==> config.mk <==
export PLATFORM = sky130hd
export DESIGN_NAME = nabp_swap_control
export DESIGN_NICKNAME = d
export VERILOG_FILES = /design/src/rtl/nabp_pkg.sv /design/src/rtl/nabp_angle_param_fetch.sv /design/src/rtl/nabp_swap_control.sv
export SDC_FILE = /design/constraint.sdc
export NUM_CORES = 1
export LEC_CHECK = 0
export CORE_AREA = 2 2 96 98
export CTS_CLUSTER_SIZE = 24
export DETAILED_ROUTE_END_ITERATION = 8
export DIE_AREA = 0 0 98 100
export PLACE_DENSITY = 0.77
export SYNTH_ARGS = -nofsm -noshare
export SYNTH_HDL_FRONTEND = slang
export SYNTH_HIERARCHICAL = 1
export SYNTH_SLANG_ARGS = --single-unit
==> constraint.sdc <==
create_clock -name clk -period 2.4 [get_ports clk]
set_clock_uncertainty 0.1 [all_clocks]
set_input_delay 0.24 -clock clk [delete_from_list [all_inputs] [get_ports clk]]
set_output_delay 0.24 -clock clk [all_outputs]
set_load 0.01 [all_outputs]
==> src/rtl/nabp_pkg.sv <==
// Shared types and constants for the NABP backprojector swap/parameter path.
package nabp_pkg;

   localparam int NUM_UNITS      = 2;
   localparam int SH_ACCU_W      = 16;
   localparam int MP_ACCU_INIT_W = 16;
   localparam int MP_ACCU_BASE_W = 16;

   typedef logic [SH_ACCU_W-1:0]      t_shift_accu_base;
   typedef logic [MP_ACCU_INIT_W-1:0] t_map_accu_init;
   typedef logic [MP_ACCU_BASE_W-1:0] t_map_accu_base;

   typedef enum logic [2:0] {
      IDLE,
      FETCH,
      WAIT_SWAP,
      DRAIN,
      NEXT_ITR
   } swap_ctl_state_t;

endpackage

==> src/rtl/nabp_angle_param_fetch.sv <==
// Holds the angle LUT address and captures the LUT data (1-cycle latency)
// into the parameter bus registers shared by both swappable units.
module nabp_angle_param_fetch
   import nabp_pkg::*;
#(
   parameter int ANGLE_W = 8
) (
   input  logic               clk,
   input  logic               reset,
   input  logic               load_addr,
   input  logic [ANGLE_W-1:0] addr,
   input  logic               capture,
   input  t_shift_accu_base   lut_sh_accu_base,
   input  t_map_accu_init     lut_mp_accu_init,
   input  t_map_accu_base     lut_mp_accu_base,
   output logic [ANGLE_W-1:0] lut_angle,
   output t_shift_accu_base   sh_accu_base,
   output t_map_accu_init     mp_accu_init,
   output t_map_accu_base     mp_accu_base
);

   logic [ANGLE_W-1:0] lut_angle_q, lut_angle_d;
   t_shift_accu_base   sh_accu_base_q, sh_accu_base_d;
   t_map_accu_init     mp_accu_init_q, mp_accu_init_d;
   t_map_accu_base     mp_accu_base_q, mp_accu_base_d;

   always_comb begin
      lut_angle_d    = load_addr ? addr : lut_angle_q;
      sh_accu_base_d = capture ? lut_sh_accu_base : sh_accu_base_q;
      mp_accu_init_d = capture ? lut_mp_accu_init : mp_accu_init_q;
      mp_accu_base_d = capture ? lut_mp_accu_base : mp_accu_base_q;
   end

   always_ff @(posedge clk) begin
      if (reset) begin
         lut_angle_q    <= '0;
         sh_accu_base_q <= '0;
         mp_accu_init_q <= '0;
         mp_accu_base_q <= '0;
      end else begin
         lut_angle_q    <= lut_angle_d;
         sh_accu_base_q <= sh_accu_base_d;
         mp_accu_init_q <= mp_accu_init_d;
         mp_accu_base_q <= mp_accu_base_d;
      end
   end

   assign lut_angle    = lut_angle_q;
   assign sh_accu_base = sh_accu_base_q;
   assign mp_accu_init = mp_accu_init_q;
   assign mp_accu_base = mp_accu_base_q;

endmodule

==> src/rtl/nabp_swap_control.sv <==
// Ping-pong swap sequencer: walks every angle of each iteration, hands out
// the angle parameters on each swap and gives PE ownership to the unit that just filled.
module nabp_swap_control
   import nabp_pkg::*;
#(
   parameter int NO_OF_ANGLES     = 180,
   parameter int NO_OF_ITERATIONS = 4,
   parameter int ANGLE_W          = 8
) (
   input  logic                 clk,
   input  logic                 reset,
   input  logic                 start,
   output logic                 busy,
   output logic                 done,
   output logic                 err,
   output logic [ANGLE_W-1:0]   lut_angle,
   input  t_shift_accu_base     lut_sh_accu_base,
   input  t_map_accu_init       lut_mp_accu_init,
   input  t_map_accu_base       lut_mp_accu_base,
   input  logic [NUM_UNITS-1:0] sw_swap,
   input  logic [NUM_UNITS-1:0] sw_next_itr,
   output logic [NUM_UNITS-1:0] sw_swap_ack,
   output logic [NUM_UNITS-1:0] sw_next_itr_ack,
   output logic [NUM_UNITS-1:0] sw_pe_en,
   output logic                 sw_param_valid,
   output t_shift_accu_base     sw_sh_accu_base,
   output t_map_accu_init       sw_mp_accu_init,
   output t_map_accu_base       sw_mp_accu_base,
   output logic                 pe_sel
);

   localparam int S_W   = $clog2(NO_OF_ANGLES + 2);
   localparam int ITR_W = $clog2(NO_OF_ITERATIONS) + 1;
   localparam logic [NUM_UNITS-1:0] ALL_UNITS = '1;

   swap_ctl_state_t      state_q, state_d;
   logic                 phase_q, phase_d;
   logic [S_W-1:0]       s_q, s_d, s_inc;
   logic [ANGLE_W-1:0]   angle_q, angle_d;
   logic [ITR_W-1:0]     itr_q, itr_d;
   logic                 busy_q, busy_d;
   logic                 done_q, done_d;
   logic                 err_q, err_d;
   logic [NUM_UNITS-1:0] swap_ack_q, swap_ack_d;
   logic [NUM_UNITS-1:0] next_itr_ack_q, next_itr_ack_d;
   logic [NUM_UNITS-1:0] pe_en_q, pe_en_d;
   logic                 pe_sel_q, pe_sel_d;
   logic                 param_valid_q, param_valid_d;
   logic                 load_addr, capture, swap_ok, itr_ok, fill_unit;

   assign s_inc     = s_q + S_W'(1);
   assign fill_unit = s_q[0];
   // Requests still high during their own ack cycle are stale, not new requests.
   assign swap_ok   = (sw_swap == ALL_UNITS) && (swap_ack_q == '0);
   assign itr_ok    = (sw_next_itr == ALL_UNITS) && (next_itr_ack_q == '0);

   always_comb begin
      state_d        = state_q;
      phase_d        = 1'b0;
      s_d            = s_q;
      angle_d        = angle_q;
      itr_d          = itr_q;
      busy_d         = busy_q;
      done_d         = 1'b0;
      err_d          = err_q;
      swap_ack_d     = '0;
      next_itr_ack_d = '0;
      pe_en_d        = pe_en_q;
      pe_sel_d       = pe_sel_q;
      param_valid_d  = 1'b0;
      load_addr      = 1'b0;
      capture        = 1'b0;

      if ((state_q != NEXT_ITR) && (|sw_next_itr) && (next_itr_ack_q == '0))
         err_d = 1'b1;
      if ((state_q == NEXT_ITR) && (|sw_swap) && (swap_ack_q == '0))
         err_d = 1'b1;

      case (state_q)
         IDLE: begin
            if (start) begin
               s_d       = '0;
               angle_d   = '0;
               itr_d     = '0;
               busy_d    = 1'b1;
               err_d     = 1'b0;
               load_addr = 1'b1;
               state_d   = FETCH;
            end
         end
         FETCH: begin
            phase_d = 1'b1;
            if (phase_q) begin
               capture = 1'b1;
               phase_d = 1'b0;
               state_d = WAIT_SWAP;
            end
         end
         WAIT_SWAP: begin
            if (swap_ok) begin
               swap_ack_d    = ALL_UNITS;
               param_valid_d = (s_q < S_W'(NO_OF_ANGLES));
               if (s_q != '0) begin
                  pe_en_d  = fill_unit ? 2'b01 : 2'b10;
                  pe_sel_d = ~fill_unit;
               end
               s_d     = s_inc;
               angle_d = angle_q + ANGLE_W'(1);
               if (s_inc < S_W'(NO_OF_ANGLES)) begin
                  load_addr = 1'b1;
                  state_d   = FETCH;
               end else if (s_inc == S_W'(NO_OF_ANGLES)) begin
                  state_d = WAIT_SWAP;
               end else begin
                  state_d = DRAIN;
               end
            end
         end
         DRAIN: begin
            if (swap_ok) begin
               swap_ack_d = ALL_UNITS;
               pe_en_d    = '0;
               state_d    = NEXT_ITR;
            end
         end
         NEXT_ITR: begin
            if (itr_ok) begin
               next_itr_ack_d = ALL_UNITS;
               if (itr_q == ITR_W'(NO_OF_ITERATIONS - 1)) begin
                  done_d  = 1'b1;
                  busy_d  = 1'b0;
                  state_d = IDLE;
               end else begin
                  itr_d     = itr_q + ITR_W'(1);
                  s_d       = '0;
                  angle_d   = '0;
                  load_addr = 1'b1;
                  state_d   = FETCH;
               end
            end
         end
         default: state_d = IDLE;
      endcase
   end

   always_ff @(posedge clk) begin
      if (reset) begin
         state_q        <= IDLE;
         phase_q        <= 1'b0;
         s_q            <= '0;
         angle_q        <= '0;
         itr_q          <= '0;
         busy_q         <= 1'b0;
         done_q         <= 1'b0;
         err_q          <= 1'b0;
         swap_ack_q     <= '0;
         next_itr_ack_q <= '0;
         pe_en_q        <= '0;
         pe_sel_q       <= 1'b0;
         param_valid_q  <= 1'b0;
      end else begin
         state_q        <= state_d;
         phase_q        <= phase_d;
         s_q            <= s_d;
         angle_q        <= angle_d;
         itr_q          <= itr_d;
         busy_q         <= busy_d;
         done_q         <= done_d;
         err_q          <= err_d;
         swap_ack_q     <= swap_ack_d;
         next_itr_ack_q <= next_itr_ack_d;
         pe_en_q        <= pe_en_d;
         pe_sel_q       <= pe_sel_d;
         param_valid_q  <= param_valid_d;
      end
   end

   nabp_angle_param_fetch #(
      .ANGLE_W (ANGLE_W)
   ) u_fetch (
      .clk              (clk),
      .reset            (reset),
      .load_addr        (load_addr),
      .addr             (angle_d),
      .capture          (capture),
      .lut_sh_accu_base (lut_sh_accu_base),
      .lut_mp_accu_init (lut_mp_accu_init),
      .lut_mp_accu_base (lut_mp_accu_base),
      .lut_angle        (lut_angle),
      .sh_accu_base     (sw_sh_accu_base),
      .mp_accu_init     (sw_mp_accu_init),
      .mp_accu_base     (sw_mp_accu_base)
   );

   assign busy            = busy_q;
   assign done            = done_q;
   assign err             = err_q;
   assign sw_swap_ack     = swap_ack_q;
   assign sw_next_itr_ack = next_itr_ack_q;
   assign sw_pe_en        = pe_en_q;
   assign pe_sel          = pe_sel_q;
   assign sw_param_valid  = param_valid_q;

endmodule

==> metrics.md <==
| Metric | Value |
|---|---|
| Hold Violations, Final | 0 |
| Cts hold-fix bufs | 0 |
| Ratio of cells with drive above 1 in the final layout | 0.0840 |
| Yosys top cell area share | 0.441 |
| Vias in the first global route | 3308 |
| Reg2reg start | s_q[3] |
| Synth-to-Final Area Change | 36.6% |
| Initial antenna violation count | 0 |
| Yosys cell types | 55 |
| Sink Count | slightly below 90 |
| Critical Path Source Type | flop |
| Grt total ovfl | 0 |
| Vias per inst | between 5 and 6 |
| Cell taking the most area after synthesis | dfxtp_1 |
| Min-Delay Path Class | input port to flop |
| Crit path DAT | 2.32 ns |
| Placed inst area | 0.00523 sq mm |
| Status | complete, no violations |
| Worst Setup SP | s_q[3] |
| Mean routed wirelength per cell | about 15 um |
| PD cells | 550 mW/mm^2 |
| R2R depth | 7 |
| Cell area after synthesis | 0.00399 sq mm |
| Syn Nets | 480 |
| Post-layout minimum cycle time | about 2.2 ns |
| Crit end category | flop |
| Finished Cell Area | 0.00545 sq mm |
| Hold EP | busy |
| Max Slew Vio Count | 0 |
| Async set-or-reset flop fraction in the synthesized netlist | 0 |
| Final ANT Viol Nets | 0 |
| Final-stage net count | 592 |
| Core Region | between 0.008 and 0.009 sq mm |
| R2r setup slk | 0.19 ns |
| Die W | 98 um |
| Reg2reg end | u_fetch/lut_angle[0] |
| # setup viols final | 0 |
| CTS buffer count | 9 |
| # port buffers | between 100 and 150 |
| GPL Wtd Cong | 0.839 |
| Post-DP HPWL | between 7000 and 8000 um |
| Ys Warns | 6 |
| I/O Pins | between 100 and 150 |
| Mapped Cells | 420 |
| Hold-critical path depth | 2 |
| CTS tree | yes |
| Synth area leaders | dfxtp_1, mux2i_1, nor2_1 |
| GRT Total Usage | 0.194 |
| Clk Latency, worst-skew pair | 0.35 ns |
| Reg area | 0.00176 sq mm |
| Clk root buf | clkbuf_8 |
| Global-route wire length before repair | 15600 um |
| Main synth FF type | dfxtp_1 |
| Actual slew at the worst max-slew pin | slightly above 0.6 ns |
| DRC | 0 |
| Critical path required time | 2.52 ns |
| Vias | 3492 |
| Avg Cell Area, Syn | 9.51 sq um |
| Final Routed Wirelength | 9850 um |
| Inserted Diodes | 0 |
| Die Ht | 100 um |
| Clock slew at reported path FFs | 0.09 ns |
| Cell row count | 35 |
| Post-route setup TNS | 0 ns |
| Fill cells | 774 |
| Fin crit share | 0.921 |
| Synth Register Bits | 88 |
| Largest net degree at the start of global routing | 61 |
| Peak Freq | 453 MHz |
| Worst relative slew slack | 0.593 |
| Die area | 0.00980 sq mm |
| EDFF count, synth | 0 |
| Initial Util | 0.449 |
| Critical path type | flop to flop |
| Multi-input gate area | 0.00196 sq mm |
| Unrepaired setup endpoints after global routing | no |
| First DRT Iteration DRCs | 156 |
| # Max-Cap Violations | 0 |
| Post_cts resized | 0 |
| Crit Path Max Fanout | 12 |
| Sequential area share after synthesis | 0.441 |
| Clk buf depth | 2 |
| Detailed Routing Iterations Pass 1 | 5 |
| Leak | 0.00184 uW |
| Hold path start | reset |
| Post-CTS setup buffers | 0 |
| Htree depth | 3 |
| Peak VDD IR | 0.409 mV |
## per-stage QoR
stage / setup slack (ns) / hold slack (ns) / total power [uW] / cells / utilization
2_1_floorplan: 0.337 / 0.287 / 1710 / 420 / -
3_3_place_gp: 0.224 / 0.337 / 1870 / 632 / 0.588
3_5_place_dp: 0.165 / 0.348 / 1880 / 632 / 0.588
4_1_cts: 0.151 / 0.269 / 3040 / 647 / 0.613
5_1_grt: 0.0515 / 0.302 / 3120 / 647 / 0.613
6_report: 0.191 / 0.271 / 3000 / 647 / 0.613
## worst max-delay path: stages, from the launching register on
cell      delay [ns]
dfxtp_1         0.55
and3b_1         0.22
o31ai_1         0.32
a211oi_1        0.09
o31ai_1         0.28
buf_4           0.25
mux2i_1         0.20
nor2_1          0.05
## report_power, final
part / leakage [uW] / switching (uW) / internal (uW)
Combinational: 0.00101 / 148 / 190
Sequential: 0.000711 / 17.2 / 1490
Clock: 0.000114 / 534 / 621
## cells in the mapped netlist (all sizes together), types with 3 or more instances
cell type and n:
nand2b 4, and3 3, nand3 4, o21ai 10, nor4 3, a311oi 10
nor3 9, o31ai 5, nor2 72, a31oi 11, mux2i 57, nand3b 6
clkbuf 16, buf 20, nand2 20, and3b 3, or3 6, ha 5
a211oi 7, inv 8, nand4 3, a41oi 4, o21bai 3, a21oi 17
dfxtp 88
## kinds of logic after synthesis
kind of cell | after synthesis | synth area share
adder cells (fa/ha/maj) | 5 | 0.0157
AND/OR/NAND/NOR | 143 | 0.180
flip-flops | 88 | 0.441
buffers and inverters | 44 | 0.0705
multiplexers | 57 | 0.143
AO/OA/AOI/OAI | 83 | 0.150
## cell type report
type                            instances  area share
Clock buffer                           10      0.0252
Clock inverter                          5      0.0158
Sequential cell                        88       0.323
Multi-Input combinational cell        288       0.359
Timing Repair Buffer                  137       0.246
Tap cell                              111      0.0255
Inverter                                8     0.00551
## routing by layer
metal,wire (um),global-route usage,up-vias
li1,-,-,1727
met1,4130,0.238,1646
met2,5020,0.331,106
met3,508,0.0481,13
met4,190,0.0726,0
met5,0,0,-
## cell usage in the layout, fill, tap and decap left out, types with 10 or more instances in the layout
cell type / instances
a31oi_1: 11
clkdlybuf4s50_1: 120
buf_4: 15
nand2_1: 20
o21ai_0: 10
dfxtp_1: 88
clkbuf_8: 10
a21oi_1: 17
mux2i_1: 57
nor2_1: 69
## state kept, by name, indices dropped and copies added (netlist names)
name / count
angle_q: 8
busy: 1
done: 1
err: 1
itr_q: 3
pe_sel: 1
phase_q: 1
s_q: 8
state_q: 3
sw_next_itr_ack: 1
sw_param_valid: 1
sw_pe_en: 2
sw_swap_ack: 1
u_fetch/lut_angle: 8
u_fetch/mp_accu_base: 16
u_fetch/mp_accu_init: 16
u_fetch/sh_accu_base: 16
## worst max path at each step
stage | end | slack [ns] | depth (start not counted)
2_1_floorplan | u_fetch/lut_angle[0] | 0.34 | 9
3_3_place_gp | u_fetch/lut_angle[1] | 0.22 | 7
3_5_place_dp | s_q[4] | 0.16 | 6
4_1_cts | u_fetch/lut_angle[0] | 0.15 | 8
5_1_grt | u_fetch/lut_angle[3] | 0.05 | 7
6_report | u_fetch/lut_angle[0] | 0.19 | 7
No activity file was read; power rests on OpenSTA's default activity.
